**config.mk**
```make
export PLATFORM = sky130hd
export DESIGN_NAME = switch_capture_slave
export DESIGN_NICKNAME = d
export VERILOG_FILES = /design/src/rtl/switch_capture_slave.sv
export SDC_FILE = /design/constraint.sdc
export NUM_CORES = 1
export LEC_CHECK = 0
export CORE_UTILIZATION = 30
export CTS_CLUSTER_DIAMETER = 200
export DETAILED_ROUTE_END_ITERATION = 10
export PLACE_DENSITY = 0.45
export SETUP_SLACK_MARGIN = 0.05
export SYNTH_ARGS = -nofsm -noshare
export SYNTH_HDL_FRONTEND = slang
export SYNTH_SLANG_ARGS = --single-unit
```
**constraint.sdc**
```tcl
create_clock -name clk -period 2.35 [get_ports clk]
set_clock_uncertainty 0.05 [all_clocks]
set_input_delay 0.235 -clock clk [delete_from_list [all_inputs] [get_ports clk]]
set_output_delay 0.235 -clock clk [all_outputs]
set_load 0.005 [all_outputs]
```
**src/rtl/switch_capture_slave.sv**
```systemverilog
// rtl/switch_capture_slave.sv - Avalon-MM switch responder with debounce, sticky edge flags and level irq
// Each switch bit is synchronized, debounced independently, and its qualified edges latch into W1C flags.
module switch_capture_slave #(
  parameter int NUM_SW          = 10,
  parameter int DEBOUNCE_CYCLES = 500000,
  parameter int CNT_W           = $clog2(DEBOUNCE_CYCLES)
) (
  input  logic              clk,
  input  logic              reset_n,
  input  logic [NUM_SW-1:0] sw_in,
  input  logic [1:0]        avs_address,
  input  logic              avs_read,
  input  logic              avs_write,
  input  logic [31:0]       avs_writedata,
  output logic [31:0]       avs_readdata,
  output logic              avs_irq
);

  localparam logic [CNT_W-1:0] CNT_MAX = CNT_W'(DEBOUNCE_CYCLES - 1);
  localparam logic [CNT_W-1:0] CNT_ONE = CNT_W'(1);

  logic [NUM_SW-1:0]            sync1_q, sync2_q;
  logic [NUM_SW-1:0]            stable_q, stable_d;
  logic [NUM_SW-1:0][CNT_W-1:0] cnt_q, cnt_d;
  logic [NUM_SW-1:0]            edge_q, edge_d;
  logic [NUM_SW-1:0]            mask_q, mask_d;
  logic [NUM_SW-1:0]            rise_sel_q, rise_sel_d;
  logic [NUM_SW-1:0]            fall_sel_q, fall_sel_d;
  logic [31:0]                  readdata_q, readdata_d;
  logic                         irq_q, irq_d;

  logic [NUM_SW-1:0]            rise, fall, edge_set, edge_clr;
  logic [31:0]                  rd_mux;
  logic                         unused_wdata;

  assign unused_wdata = ^avs_writedata;

  // Counter only advances while s2 disagrees with stable; the terminal compare bounds it.
  always_comb begin
    stable_d = stable_q;
    cnt_d    = cnt_q;
    for (int i = 0; i < NUM_SW; i++) begin
      if (sync2_q[i] == stable_q[i]) begin
        cnt_d[i] = '0;
      end else if (cnt_q[i] == CNT_MAX) begin
        stable_d[i] = sync2_q[i];
        cnt_d[i]    = '0;
      end else begin
        cnt_d[i] = cnt_q[i] + CNT_ONE;
      end
    end
  end

  assign rise     = stable_d & ~stable_q;
  assign fall     = ~stable_d & stable_q;
  assign edge_set = (rise & rise_sel_q) | (fall & fall_sel_q);
  assign edge_clr = (avs_write && avs_address == 2'd1) ? avs_writedata[NUM_SW-1:0] : '0;

  // Set is ORed in after the clear so a coincident new edge is never lost.
  always_comb begin
    edge_d     = (edge_q & ~edge_clr) | edge_set;
    mask_d     = mask_q;
    rise_sel_d = rise_sel_q;
    fall_sel_d = fall_sel_q;
    if (avs_write && avs_address == 2'd2) begin
      mask_d = avs_writedata[NUM_SW-1:0];
    end
    if (avs_write && avs_address == 2'd3) begin
      rise_sel_d = avs_writedata[NUM_SW-1:0];
      fall_sel_d = avs_writedata[16 +: NUM_SW];
    end
  end

  always_comb begin
    rd_mux = '0;
    case (avs_address)
      2'd0: rd_mux[NUM_SW-1:0] = stable_q;
      2'd1: rd_mux[NUM_SW-1:0] = edge_q;
      2'd2: rd_mux[NUM_SW-1:0] = mask_q;
      default: begin
        rd_mux[NUM_SW-1:0]  = rise_sel_q;
        rd_mux[16 +: NUM_SW] = fall_sel_q;
      end
    endcase
  end

  assign readdata_d = avs_read ? rd_mux : readdata_q;
  assign irq_d      = |(edge_q & mask_q);

  always_ff @(posedge clk) begin
    if (!reset_n) begin
      sync1_q    <= '0;
      sync2_q    <= '0;
      stable_q   <= '0;
      cnt_q      <= '0;
      edge_q     <= '0;
      mask_q     <= '0;
      rise_sel_q <= '0;
      fall_sel_q <= '0;
      readdata_q <= '0;
      irq_q      <= 1'b0;
    end else begin
      sync1_q    <= sw_in;
      sync2_q    <= sync1_q;
      stable_q   <= stable_d;
      cnt_q      <= cnt_d;
      edge_q     <= edge_d;
      mask_q     <= mask_d;
      rise_sel_q <= rise_sel_d;
      fall_sel_q <= fall_sel_d;
      readdata_q <= readdata_d;
      irq_q      <= irq_d;
    end
  end

  assign avs_readdata = readdata_q;
  assign avs_irq      = irq_q;

endmodule
```
; ---- Word level (Yosys, flattened, before mapping)
; Index checks and enable logic that the tools add are counted.
; W data, S select, Z words.
[op_classes]
n_addsub = 10
n_mul = 0
div = 0
n_lt_le_gt_ge = 0
n_eq_ne = 23
n_shift = 0
mux = 23
bitwise_logic = 12
reduce_logical = 16
[op_table]
columns = operator, count
row1 = $add A19 B1 Y19 const B, 10
row2 = $eq A19 B19 Y1 const B, 10
row3 = $and A10 B10 Y10, 6
row4 = $reduce_or A3 Y1, 11
row5 = $not A10 Y10, 3
row6 = $pmux W10 S3, 1
row7 = $mux W1, 20
row8 = $mux W10, 2
row9 = $or A10 B10 Y10, 2
row10 = $eq A1 B1 Y1, 10
row11 = $reduce_or A10 Y1, 1
row12 = $eq A2 B2 Y1 const B, 2
row13 = $logic_and A1 B1 Y1, 3
row14 = $eq A2 B1 Y1 const B, 1
row15 = $logic_not A2 Y1, 1
row16 = $not A1 Y1, 1
[totals]
ff_bits = 281
latch_bits = 0
ramBits = 0
mem_bits_ro = 0
input_bits = 48
out_inout_bits = 33
wordCells = 103
n_memories = 0

; ---- Depth between registers and ports, before layout
[depth]
ltp_word = 8
depth_mapped = 8
depth_no_buf = 5

; ---- Least setup slack after synthesis
; Ideal clock, no wire load.
[synth_path]
path_kind = register -> register
startpoint = register cnt_q[133] in the netlist's numbering
endpoint = register cnt_q[138] in the netlist's numbering
arrival_time_ps = 1869
setup_slack_ps = 303
path_stages_with_launch = 7
synth_period_minus_slack_ps = 2047
cell_sequence = dfxtp_1 ha_1 and4_1 nand4_1 o211ai_1 clkbuf_1 nor2_1
[synth_via]
elab_chain_len = 2
word_cells_on_any_way = 3
classes_between = add/sub (1) / eq/ne (1) / reduce/logical (1)
[synth_rtl]
columns = element, line_no
row1 = from (decl), 24  ; logic [NUM_SW-1:0][CNT_W-1:0] cnt_q, cnt_d;
row2 = from (signal assigned), 106  ; cnt_q <= cnt_d;
row3 = "parallel branches: the longest is 2 deep, another holds $add A19 B1 Y19", n/a
; Several ways; the timed one is not identified.
; A chain may end at the register's enable or synchronous reset.

; ---- Final worst setup path
[layout_path]
startpoint = register cnt_q[99] in the netlist's numbering
endpoint = register cnt_q[113] in the netlist's numbering
; The elaborated chain is that of the path after synthesis.

==> reports/results.ini <==
[timing]
fmax_mhz = 472
finalHoldViolCount = 0
finalSetupViolations = 0
worstMarginPinSlew_ns = 0.649
tns_ns = 0
drv_slew = 0
fin_crit_sh = 0.902
relSlewSlack = 0.566
grt_setup_unrepaired = false
finalCriticalPeriod_ns = 2.12

[floorplan]
io_pins = 81
start_util = 0.304
die_h_um = 205
fp.coreArea_um2 = 40700
rows = 74
dieArea_um2 = 42100
die_x_um = 205

[setup_path]
critPathSlowestCell = or4_1
cp-end-kind = flop
timing_worst_setup_path_type = flop to flop
cp.required_ns = 2.74
cpMostUsedCell = or4_1
slowest_delay_ns = 0.65
start_kind = flop
critical-path-top-delay-family = simple AND/OR/NAND/NOR gates
cp_max_fo = 8
crit_buf_inv = 0
crit_chain = nand4_4 -> or4_1 -> or4_1 -> a21oi_1
crit_arrival_ns = 2.51

[run_status]
outcome = complete, but fails checks
violations = design-rule violations

[placement]
place_hpwl_um = 20000
placed_area_um2 = 13600
gp_congestion = 0.759
dp_cells = 1956
io_buffers = 56

[clock_tree]
insertion_delay_ns = 0.52
cts_hold_buf = 0
cts.htree.levels = 2
clock-root-buffer = clkbuf_16
cts_tree = yes
cts_buffer_depth = 3
clk_pin_slew_ns = 0.06
clock_sinks = 281
cts-resized-gates = 0
cts_inserted_buffers = 34
post_cts_buffers = 0

[yosys]
synthFlopType = dfxtp_1
synthCells = 1391
ys_ff_latch = 281
syn-cell-area_um2 = 12400
yosys_warnings = 0
ys_seq_area_frac = 0.455
yosysMostFrequentCell = dfxtp_1
yosysTopAreaCell = dfxtp_1
synth_edf_count = 0
syn_avg_cell_area_um2 = 8.90
netlist.area_leader.share = 0.455
synthArstFlopShare = 0
synth.top_cells.by_count = 281 x dfxtp_1, 190 x nor2_1, 112 x nand2_1
synth_area_leaders = dfxtp_1 45%, nor2_1 5.8%, xnor2_1 5.1%, a21oi_1 3.7%, xor2_1 3.5%
synth_cell_types = 66

[global_route]
grt_start_max_net_pins = 40
gr-total-overflow = 0
grt_usage = 0.142
first_global_vias = 9404
antenna_found_initial = 0
grt_pass1_wl_um = 48200

[layout]
design_area_um2 = 14700
drive_above_1_share = 0.0789
seq_area_um2 = 5630
fillers = 4231
area_growth_syn_to_layout_pct = 18.7
multi_input_area_um2 = 6350
instances_no_fill = 2015
nNetsFinal = 1518

[power_and_ir_drop]
p_per_area_nw_per_um2 = 694
ir_drop_mv = 0.390
p_leak_nw = 4.65

[routing]
first_iter_violations = 504
drtAntennaViolNets = 0
via_per_inst = 4.87
first_pass_iters = 7
drc = 2
drt-total-wl_um = 29000
dr_total_vias = 9816
wire_per_inst_um = 14.4

[hold_path]
hp-class = input pin to flop

[job]
max-cap-violations = 0

==> cells in the final DEF, fill, tap and decap left out, drive strengths merged, types with 30 or more instances in the layout <==
cell type      count
nand4             44
nand2            112
or3               34
xnor2             72
nand3             73
inv               33
buf               30
xor2              49
a21oi             93
or4               34
clkdlybuf4s50     55
o21ai             36
clkbuf            55
nor2             190
dfxtp            281
==> kinds of logic (layout without fill, tap and decap cells) <==
family                     Yosys count  count (layout)  share of synthesized area
xor gates and xnor gates           121             121                     0.0857
other                                1              13                   0.000303
AOI/OAI and AO/OA                  195             195                     0.0967
DFF                                281             281                      0.455
muxes                               31              31                     0.0353
and+or+nand+nor                    656             656                      0.282
adders and majority gates           10              10                     0.0101
buffers and inverters               96             176                     0.0354
==> final cells by class <==
type,count,area share
flip-flops and latches,281,0.383
inverters,33,0.00843
multi-input cells,1025,0.432
well taps,532,0.0453
repair buffers,85,0.0586
diodes,1,0.000170
clock inverters,3,0.00273
clock buffers,55,0.0697
==> state kept, by name, summed over array words and instances, names as in the netlist <==
signal and cells:
mask_q 10, rise_sel_q 10, edge_q 10, stable_q 10, avs_readdata 20, sync2_q 10, sync1_q 10, cnt_q 190
fall_sel_q 10, avs_irq 1
==> stage by stage <==
stage / setup WS [ns] / util / power (mW) / hold WS [ns]
finish: 0.229 / 0.361 / 10.2 / 0.145
global route: 0.0973 / 0.361 / 10.6 / 0.150
CTS: 0.245 / 0.361 / 10.4 / 0.126
detailed placement: 0.261 / 0.334 / 5.24 / 0.369
global placement: 0.278 / 0.334 / 5.24 / 0.365
floorplan: 0.303 / - / 5.09 / 0.312
==> worst paths after layout <==
path               from         end  slack (ns)  depth (start not counted)
max reg2reg   cnt_q[99]  cnt_q[113]        0.23                          4
min             reset_n   edge_q[7]        0.15                          2
min reg2reg  sync1_q[5]  sync2_q[5]        0.38                          1
max           cnt_q[99]  cnt_q[113]        0.23                          4
==> power breakdown <==
group / switching, mW / total [mW] / internal, mW / leakage (nW)
logic: 0.158 / 0.293 / 0.135 / 1.87
clock network: 1.99 / 5.06 / 3.07 / 0.517
registers: 0.0300 / 4.84 / 4.81 / 2.27
total: 2.17 / 10.2 / 8.02 / 4.65
==> metal layers <==
metal  global-route usage  wire (µm)  up-vias
met5                    0          0        -
met4               0.0458        631        0
met3               0.0270       1170       48
met2                0.226      13000      131
met1                0.191      14200     4590
li1                     -          -     5047
Power figures use the tool's default switching activity.
